$ cat config.mk
export PLATFORM = sky130hd
export DESIGN_NAME = ifetch_ctrl
export DESIGN_NICKNAME = d
export VERILOG_FILES = /design/src/rtl/ifetch_ctrl.sv
export SDC_FILE = /design/constraint.sdc
export NUM_CORES = 1
export LEC_CHECK = 0
export BUFFER_PORTS_ARGS = -buffer_cell sky130_fd_sc_hd__buf_2
export CORE_ASPECT_RATIO = 2
export CORE_MARGIN = 1
export CORE_UTILIZATION = 59
export CTS_CLUSTER_DIAMETER = 100
export DETAILED_ROUTE_END_ITERATION = 6
export GPL_ROUTABILITY_DRIVEN = 0
export PLACE_DENSITY = 0.84
export SETUP_SLACK_MARGIN = 0.02
export SKIP_LAST_GASP = 1
export SYNTH_ARGS = -nofsm -noshare
export SYNTH_HDL_FRONTEND = slang
export SYNTH_SLANG_ARGS = --single-unit
$ cat constraint.sdc
create_clock -name clk -period 5.9 [get_ports clk]
set_input_delay 0.59 -clock clk [delete_from_list [all_inputs] [get_ports clk]]
set_output_delay 0.59 -clock clk [all_outputs]
set_load 0.1 [all_outputs]
$ cat src/rtl/ifetch_ctrl.sv
// Instruction-fetch controller for the simple-cycle core.
// Drives the registered instruction memory with the fetch PC, captures the
// returned words into a 2-entry buffer and hands them to decode.
//
// Handshake (decode side): inst_valid/inst_data/inst_pc describe the buffer
// head; a word is consumed at a rising edge exactly when inst_valid and
// inst_ready are both 1 at that edge. inst_valid never depends on
// inst_ready, and the head stays stable until it is consumed or a redirect
// flushes the buffer (a redirect discards the head even if inst_ready=1).
module ifetch_ctrl #(
    parameter int              AW       = 32,
    parameter int              DW       = 32,
    parameter logic [AW-1:0]   RESET_PC = '0
) (
    input  logic          clk,
    input  logic          rst_n,
    input  logic          run,
    output logic [AW-1:0] iaddr,
    input  logic [DW-1:0] instruction,
    input  logic          redirect_valid,
    input  logic [AW-1:0] redirect_pc,
    output logic          inst_valid,
    input  logic          inst_ready,
    output logic [DW-1:0] inst_data,
    output logic [AW-1:0] inst_pc,
    output logic          busy,
    output logic          dbg_state
);

    typedef enum logic {
        IDLE  = 1'b0,
        FETCH = 1'b1
    } state_t;

    state_t        state;
    logic [AW-1:0] pc;
    logic          inflight;
    logic [AW-1:0] inflight_pc;
    logic [1:0]    count;
    logic [AW-1:0] pc0, pc1;
    logic [DW-1:0] data0, data1;

    logic          pop;
    logic          push;
    logic          issue;
    logic [2:0]    occ_after_pop;

    // Occupancy seen by a new issue: buffered words plus the outstanding read,
    // minus the word decode is taking this cycle. pop implies count >= 1, so
    // the subtraction cannot underflow.
    always_comb begin
        pop           = (count != 2'd0) && inst_ready;
        push          = inflight;
        occ_after_pop = {1'b0, count} + {2'b00, inflight} - {2'b00, pop};
        issue         = (state == FETCH) && run && !redirect_valid &&
                        (occ_after_pop < 3'd2);
    end

    // Fetch state, PC, outstanding read and 2-entry buffer; redirect wins
    // over issue, capture and pop.
    always_ff @(posedge clk) begin
        if (!rst_n) begin
            state       <= IDLE;
            pc          <= RESET_PC;
            inflight    <= 1'b0;
            inflight_pc <= '0;
            count       <= 2'd0;
            pc0         <= '0;
            pc1         <= '0;
            data0       <= '0;
            data1       <= '0;
        end else begin
            case (state)
                IDLE:    if (run)  state <= FETCH;
                FETCH:   if (!run) state <= IDLE;
                default: state <= IDLE;
            endcase

            if (redirect_valid) begin
                pc       <= redirect_pc;
                inflight <= 1'b0;
                count    <= 2'd0;
            end else begin
                inflight <= issue;
                if (issue) begin
                    pc          <= pc + AW'(1);
                    inflight_pc <= pc;
                end

                case ({push, pop})
                    2'b10: begin
                        if (count == 2'd0) begin
                            pc0   <= inflight_pc;
                            data0 <= instruction;
                        end else begin
                            pc1   <= inflight_pc;
                            data1 <= instruction;
                        end
                        count <= count + 2'd1;
                    end
                    2'b01: begin
                        pc0   <= pc1;
                        data0 <= data1;
                        count <= count - 2'd1;
                    end
                    2'b11: begin
                        if (count == 2'd1) begin
                            pc0   <= inflight_pc;
                            data0 <= instruction;
                        end else begin
                            pc0   <= pc1;
                            data0 <= data1;
                            pc1   <= inflight_pc;
                            data1 <= instruction;
                        end
                    end
                    default: ;
                endcase
            end
        end
    end

    assign iaddr      = pc;
    assign inst_valid = (count != 2'd0);
    assign inst_data  = inst_valid ? data0 : '0;
    assign inst_pc    = inst_valid ? pc0 : '0;
    assign busy       = inflight || (count != 2'd0);
    assign dbg_state  = state;

endmodule
==> results of run 1 <==
-- registers in the layout, summed over array words and instances, names as in the netlist --
name,count
data0,32
data1,32
iaddr,32
inflight_pc,32
pc0,32
pc1,32
count,2
dbg_state,1
inflight,1
-- cells in the mapped netlist (all sizes together) (3+ instances only) --
library cell / number
and3: 11
o21ai: 13
o211ai: 4
a32oi: 4
nor2: 83
nor4: 3
nand4: 13
nand2: 225
mux2i: 64
a21oi: 119
nand3: 21
nor2b: 65
a211oi: 65
ha: 3
mux2: 4
clkbuf: 61
inv: 8
buf: 21
a221oi: 3
o22ai: 4
and2: 10
xnor2: 3
xor2: 9
a31oi: 8
dfxtp: 196
and4: 5
nor3: 8
-- where the power goes --
part           internal, mW  total, mW  switching [mW]
Combinational        0.0604      0.237           0.177
Clock                 0.630       1.11           0.478
Sequential             1.35       1.37          0.0292
-- routing by layer --
layer	global-route usage [%]	part of all wire (%)	up-vias
met5	0	0	-
met3	3.90	3.4	43
met2	49.2	52	222
li1	-	-	3864
met4	13.9	3.0	0
met1	31.8	41	3583
-- metrics by stage --
stage          cells  util [%]  hold slack, ns
2_1_floorplan   1057         -           0.436
3_3_place_gp    1343      66.0           0.440
3_5_place_dp    1343      66.0           0.446
4_1_cts         1373      69.9           0.375
5_1_grt         1373      69.9           0.387
6_report        1373      69.9           0.384
-- cell usage in the layout (no fill, tap or decap), drive strengths merged, types with 3 or more instances in the layout --
cell,count
xor2,9
mux2,4
clkbuf,21
a31oi,8
a21oi,119
o21ai,13
nand2,225
o211ai,4
clkinvlp,3
nor4,3
ha,3
o22ai,4
nand3,21
and2,10
a32oi,4
dfxtp,196
nor3,8
xnor2,3
nor2,83
buf,177
a221oi,3
nor2b,65
inv,10
and4,5
a211oi,65
nand4,13
and3,11
mux2i,64
clkinv,3
-- cell type report --
| class | instances | area, um2 |
|---|---|---|
| clock buffer | 21 | 450 |
| clock inverter | 9 | 106 |
| fill | 1194 | 4320 |
| inverter | 9 | 38.8 |
| multi-input combinational | 769 | 4360 |
| sequential | 196 | 3920 |
| tap | 192 | 240 |
| timing repair buffer | 177 | 911 |
-- final timing paths --
kind | slack, ns | depth (start not counted) | end | startpoint
worst max register to register | 2.20 | 13 | iaddr[13]$_SDFFE_PN0P_ | count[1]$_SDFFE_PP0P_
worst max-delay path | 2.20 | 13 | iaddr[13]$_SDFFE_PN0P_ | count[1]$_SDFFE_PP0P_
worst min-delay path | 0.38 | 2 | dbg_state$_SDFF_PN0_ | run
worst min register to register | 0.45 | 2 | pc1[4]$_SDFFE_PN0P_ | pc1[4]$_SDFFE_PN0P_
-- kinds of logic after synthesis --
| logic type | count (synthesis) |
|---|---|
| AOI/OAI and AO/OA | 232 |
| buffers and inverters | 92 |
| and+or+nand+nor | 453 |
| xor gates and xnor gates | 12 |
| adders and majority gates | 4 |
| DFF | 196 |
| muxes | 68 |
-- critical path: stages (launching register included) --
cell	delay [ns]
dfxtp_1	0.42
inv_1	0.09
ha_2	0.18
inv_1	0.06
nand2_1	0.20
xnor2_1	0.26
nand2_1	0.11
fa_1	0.51
and4b_2	0.27
and2_1	0.40
buf_4	0.40
nand3_1	0.19
or3_1	0.34
a31oi_1	0.17
==> reports/qor.yml, run 1 <==
outcome:
  status: "complete, no violations"
synth:
  yosysSeqAreaShare_pct: 45.3
  synth_edf_count: 0
  synth_cell_type_count: 50
  synth_flop_cell: "dfxtp_1"
  ys_ff_latch: 196
  synthAdderAreaFrac_pct: 0.665
  synthMuxAreaShare_pct: 7.92
  yosysTopAreaCellShare_pct: 45.3
  async_flop_share_pct: 0
  synth-xor-area-share_pct: 1.21
  synth_compound_area_share_pct: 16.3
  synth-simple-area-share_pct: 23.9
  synth_top_family_by_area: "simple AND/OR/NAND/NOR gates"
  synth_warnings: 0
  synth.net_count: 1130
  netlist_area_um2: 8660
  netlist_top_cells_area: "dfxtp_1 45%, nand2_1 9.8%, mux2i_1 7.4%"
  synthCells: 1057
  avgSynthCellArea_um2: 8.19
  synth_top_area_cell: "dfxtp_1"
cts:
  post_cts_buffers: 0
  holdBufCountCts: 0
  cts_resized: 0
  cts_tree: "done"
  root_buffer: "clkbuf_16"
  clk_latency_ns: 0.43
  clk_pin_slew_ns: 0.07
  cts.sinks: 196
  cts_buffers: 17
  clk_path_buf_depth: 2
  htree_levels: 4
drt:
  dr.pass1.iters: 5
  drt_iter0_drc: 431
  vias: 7712
  drt_wl_total_um: 20600
  detail-route-antenna-nets: 0
  drc: 0
  wl_per_cell_um: 15.0
  viasPerCell: 5.62
sta:
  max_freq_ghz: 0.270
  tightest_slew_ns: 1.11
  hold_viol_final: 0
  fin_skew_ns: 0.0133
  fin_crit_sh_pct: 62.8
  fin_ws_ns: 2.20
  rsz0062_at_grt: "no"
  final-setup-viol-count: 0
  min_period_ns: 3.70
  slew_viol_final: 0
  finalSetupTns_ns: 0
  max_slew_margin_pct: 26.1
floorplan:
  die_h_um: 173
  pin_count: 168
  core-area_um2: 14400
  start_util_pct: 60.3
  die_w_um: 87.6
  core.rowCount: 62
  die_area_um2: 15200
global_route:
  grt_pass1_wl_um: 33800
  gr-usage-all-layers_pct: 27.8
  antenna_found_initial: 0
  grt_max_degree: 107
  grt_pass1_vias: 7266
  grt.overflow.total: 0
finish:
  area_growth_pct: 15.9
  layout.nets: 1243
  diodes: 0
  drive_gt1_share_pct: 18.5
  fin_area_um2: 10000
critical_path:
  crit_arrival_ns: 4.05
  crit_path_max_fanout: 35
  endpoint_kind: "flop"
  crit_type: "reg2reg"
  crit_required_ns: 6.24
  start_kind: "flop"
place:
  portBuffers: 167
  post-dp-hpwl_um: 13300
  dpl_cell_area_um2: 9480
  preCtsSetupSlack_ns: 2.22
worst_hold_path:
  hold_class: "in2reg"
power_and_ir_drop:
  power_mw: 2.72
  power_density_nw_per_um2: 271
  vdd_drop_max_uv: 176
  leakagePower_nw: 4.07
flow_run:
  max-cap-violations: 0
Power figures use the tool's default switching activity.
==> run 2, diff against run 1 <==
CORE_UTILIZATION = 55   (was 59)
PLACE_DENSITY = 0.79   (was 0.84)
clock period = 3.6 ns   (was 5.9 ns; I/O delays follow)
==> run 2 against run 1 <==
  * Clock skew grew 0.0020 ns
  * Sequential share of layout area fell by 0.74 points
  * Clock power increased by 86%
  * Largest cell class unchanged
  * Critical path type unchanged
  * First-iteration DRC count fell by 13%
  * Global-route usage shrank 1.7 points
  * Worst setup slack worse by 1.8 ns
  * Power grew 73%
==> reports/qor.yml, run 2 (synthesis results as in run 1) <==
outcome:
  status: "complete, no violations"
finish:
  layout.nets: 1251
  area_growth_pct: 18.2
  fin_util_pct: 66.5
  diodes: 0
  drive_gt1_share_pct: 19.6
  final_cell_mix: "224 x nand2_1, 196 x dfxtp_1, 167 x buf_2, 118 x a21oi_1, 83 x nor2_1"
  fin_area_um2: 10200
  fin_cells: 1389
  n_fill_cell: 1360
  layout_commonest_cell: "nand2_1"
drt:
  wl_per_cell_um: 14.9
  dr.pass1.iters: 5
  drc: 0
  viasPerCell: 5.57
  drt_iter0_drc: 374
  detail-route-antenna-nets: 0
  drt_wl_total_um: 20700
  vias: 7730
sta:
  fin_skew_ns: 0.0153
  max_freq_ghz: 0.310
  min_period_ns: 3.22
  slew_viol_final: 0
  fin_ws_ns: 0.377
  hold_viol_final: 0
  rsz0062_at_grt: "no"
  max_slew_margin_pct: 26.6
  tightest_slew_ns: 1.10
  finalSetupTns_ns: 0
  whs_ns: 0.144
  fin_crit_sh_pct: 89.5
  final-setup-viol-count: 0
global_route:
  antenna_found_initial: 0
  grt_pass1_vias: 7152
  grt.overflow.total: 0
  grt_max_degree: 129
  gr-usage-all-layers_pct: 26.1
  grt_pass1_wl_um: 34900
worst_hold_path:
  hold_class: "in2reg"
  worst_hold_startpoint: "run"
  hold-path-endpoint: "dbg_state$_SDFF_PN0_"
  hold_path_depth: 2
cts:
  root_buffer: "clkbuf_16"
  clk_pin_slew_ns: 0.08
  cts.sinks: 196
  holdBufCountCts: 0
  cts_buffers: 17
  htree_levels: 4
  clk_latency_ns: 0.43
  clk_path_buf_depth: 2
  cts_resized: 0
  post_cts_buffers: 0
  cts_tree: "done"
floorplan:
  die_h_um: 179
  die_w_um: 90.7
  pin_count: 168
  core.rowCount: 64
  start_util_pct: 56.3
  die_area_um2: 16300
  core-area_um2: 15400
critical_path:
  r2r_start: "count[1]$_SDFFE_PP0P_"
  reg2regPathDepth: 13
  worstReg2RegEnd: "iaddr[12]$_SDFFE_PN0P_"
  crit_arrival_ns: 3.58
  crit_required_ns: 3.95
  endpoint_kind: "flop"
  crit_type: "reg2reg"
  start_kind: "flop"
  r2r_slack_ns: 0.38
  crit_path_max_fanout: 24
power_and_ir_drop:
  share_seq_of_total_power_pct: 47.9
  p_sw_mw: 1.21
  power_mw: 4.71
  p_clk_share_pct: 43.8
  vdd_drop_max_uv: 330
  sw_frac_of_total_pct: 25.8
  p_int_mw: 3.49
  power_density_nw_per_um2: 460
  comb_power_share_pct: 8.3
  leakagePower_nw: 4.16
flow_run:
  max-cap-violations: 0
place:
  preCtsSetupSlack_ns: 0.430
  dpl_cell_area_um2: 9590
  post-dp-hpwl_um: 13800
  placedCellCount: 1357
  portBuffers: 167
-- run 2: changes by cell type in the layout (fill, tap and decap cells not counted), sizes merged --
cell	change
clkbuf	-4
inv	+5
clkinvlp	-1
bufinv	+2
buf	+8
-- run 2: power by group through the flow --
stage	Sequential (mW)	Clock [mW]	Combinational [mW]
after floorplan	2.43	0	0.151
after global placement	2.30	0	0.387
after detailed placement	2.30	0	0.393
after CTS	2.25	2.08	0.394
after global routing	2.26	2.18	0.419
final	2.25	2.06	0.392
-- run 2: critical path, stage by stage (launching register included) --
cell and delay, ns:
dfxtp_1 0.42, inv_1 0.11, ha_2 0.20, clkinvlp_4 0.07
nand2_1 0.07, xnor2_1 0.19, nand2_1 0.10, fa_1 0.51
and4b_2 0.27, and2_1 0.45, buf_12 0.23, nand4_1 0.10
mux2_2 0.29, a21oi_1 0.14
-- run 2: routing by layer --
| layer | GRT usage (%) | up-vias | routed length (um) |
|---|---|---|---|
| li1 | - | 3886 | - |
| met1 | 30.5 | 3557 | 8450 |
| met2 | 46.6 | 247 | 10800 |
| met3 | 3.60 | 40 | 837 |
| met4 | 11.5 | 0 | 608 |
| met5 | 0 | - | 0 |
-- run 2: layout make-up --
cell class                      count  area [um2]  area share (%)
Sequential cell                   196        3920            38.4
Clock inverter                     15         216            2.12
Clock buffer                       17         425            4.16
Inverter                            9        42.5           0.416
Tap cell                          198         248            2.42
Timing Repair Buffer              185        1010            9.86
Multi-Input combinational cell    769        4360            42.7
-- run 2: how the worst max path moves through the flow --
stage / startpoint / to / depth (start not counted)
3_3_place_gp: count[1]$_SDFFE_PP0P_ / iaddr[12]$_SDFFE_PN0P_ / 13
2_1_floorplan: count[1]$_SDFFE_PP0P_ / inflight_pc[21]$_SDFFE_PN0P_ / 14
5_1_grt: count[1]$_SDFFE_PP0P_ / iaddr[10]$_SDFFE_PN0P_ / 13
6_report: count[1]$_SDFFE_PP0P_ / iaddr[12]$_SDFFE_PN0P_ / 13
4_1_cts: count[1]$_SDFFE_PP0P_ / iaddr[12]$_SDFFE_PN0P_ / 13
3_5_place_dp: count[1]$_SDFFE_PP0P_ / iaddr[12]$_SDFFE_PN0P_ / 13
==> run 3, diff against run 2 <==
CORE_MARGIN = 2   (was 1)
==> run 3 against run 2 <==
  * Combinational power barely moved
  * Core utilization stayed put
  * Via count decreased by 0.56%
  * Worst setup slack got worse by 0.025 ns
  * Routed wire length down 1.3%
  * Non-clock buffer count up 3
  * Clock skew is 0.0017 ns lower
  * Sequential cell count unchanged
  * Power decreased by 1.0%
==> reports/qor.yml, run 3 (synthesis results as in run 1) <==
floorplan:
  core.rowCount: 64
  start_util_pct: 56.3
  pin_count: 168
  die_w_um: 92.7
  core-area_um2: 15400
  die_area_um2: 16800
  die_h_um: 181
cts:
  htree_levels: 4
  post_cts_buffers: 0
  holdBufCountCts: 0
  cts_resized: 0
  clk_path_buf_depth: 2
  clk_latency_ns: 0.43
  cts_tree: "done"
  cts.sinks: 196
  cts_buffers: 17
  root_buffer: "clkbuf_16"
  clk_pin_slew_ns: 0.07
critical_path:
  slowest_delay_ns: 0.53
  crit_required_ns: 3.95
  reg2regPathDepth: 13
  endpoint_kind: "flop"
  crit_arrival_ns: 3.60
  r2r_start: "count[1]$_SDFFE_PP0P_"
  crit_type: "reg2reg"
  cp-endpoint: "iaddr[12]$_SDFFE_PN0P_"
  start_kind: "flop"
  crit_slowest_cell: "fa_1"
  cp_cell_sequence: "inv_1, ha_2, clkinvlp_4, nand2_1, xnor2_1, nand2_1, fa_1, and4b_2, and2_1, buf_4, nand4_1, mux2_2, a21oi_1"
  crit_buf_inv: 3
  worstReg2RegEnd: "iaddr[12]$_SDFFE_PN0P_"
  cp-startpoint: "count[1]$_SDFFE_PP0P_"
  crit_path_max_fanout: 16
  crit_top_cell: "nand2_1"
  worst-path-stages: 13
  crit_family: "simple AND/OR/NAND/NOR gates"
  r2r_slack_ns: 0.35
sta:
  finalSetupTns_ns: 0
  whs_ns: 0.147
  fin_ws_ns: 0.352
  hold_viol_final: 0
  slew_viol_final: 0
  fin_skew_ns: 0.0136
  rsz0062_at_grt: "no"
  max_slew_margin_pct: 37.8
  final-setup-viol-count: 0
  max_freq_ghz: 0.308
  tightest_slew_ns: 0.933
  fin_crit_sh_pct: 90.2
  min_period_ns: 3.25
drt:
  detail-route-antenna-nets: 0
  drc: 0
  dr.pass1.iters: 5
  wl_per_cell_um: 14.7
  viasPerCell: 5.53
  drt_wl_total_um: 20500
  vias: 7687
  drt_iter0_drc: 396
power_and_ir_drop:
  power_mw: 4.66
  power_density_nw_per_um2: 455
  vdd_drop_max_uv: 293
  leakagePower_nw: 4.16
place:
  post-dp-hpwl_um: 13800
  placedCellCount: 1360
  dpl_cell_area_um2: 9600
  preCtsSetupSlack_ns: 0.414
  portBuffers: 167
finish:
  layout.nets: 1254
  drive_gt1_share_pct: 19.7
  diodes: 0
  layout_commonest_cell: "nand2_1"
  n_fill_cell: 1325
  fin_cells: 1391
  area_growth_pct: 18.2
  fin_util_pct: 66.5
  fin_area_um2: 10200
  final_cell_mix: "224 x nand2_1, 196 x dfxtp_1, 167 x buf_2, 118 x a21oi_1, 83 x nor2_1"
global_route:
  gr-usage-all-layers_pct: 24.4
  antenna_found_initial: 1
  grt_pass1_wl_um: 33900
  grt_max_degree: 129
  grt.overflow.total: 0
  grt_pass1_vias: 7326
worst_hold_path:
  worst_hold_startpoint: "run"
  hold_path_depth: 2
  hold_class: "in2reg"
flow_run:
  max-cap-violations: 0
outcome:
  status: "complete, no violations"
run 3: per-layer routing:
metal	global-route usage, %	up-vias	share of wire, %
met5	0	-	0.049
met3	3.90	57	4.6
met4	12.4	2	3.5
met2	42.9	213	51
met1	28.2	3529	40
li1	-	3886	-
run 3: power by group:
part,switching [mW],leakage (nW),internal (mW)
registers,0.0481,1.59,2.20
logic,0.290,2.27,0.103
clock network,0.813,0.301,1.20
total,1.15,4.16,3.51
run 3: area by class of cell:
| cell class | count | area (um2) | area share [%] |
|---|---|---|---|
| multi-input combinational | 769 | 4360 | 42.7 |
| sequential | 196 | 3920 | 38.4 |
| timing repair buffer | 188 | 1020 | 9.96 |
| clock buffer | 19 | 453 | 4.43 |
| tap | 198 | 248 | 2.42 |
| clock inverter | 12 | 179 | 1.75 |
| inverter | 9 | 42.5 | 0.416 |
run 3: worst register-to-register path: stages (launching register included):
cell	delay [ns]
dfxtp_1	0.41
inv_1	0.10
ha_2	0.20
clkinvlp_4	0.07
nand2_1	0.07
xnor2_1	0.21
nand2_1	0.12
fa_1	0.53
and4b_2	0.28
and2_1	0.36
buf_4	0.29
nand4_1	0.12
mux2_2	0.29
a21oi_1	0.13
run 3: worst min path at each step:
stage / to
after floorplan: data1[0]$_SDFFE_PN0P_
after global placement: data1[16]$_SDFFE_PN0P_
after detailed placement: pc1[21]$_SDFFE_PN0P_
after CTS: dbg_state$_SDFF_PN0_
after global routing: dbg_state$_SDFF_PN0_
final: dbg_state$_SDFF_PN0_
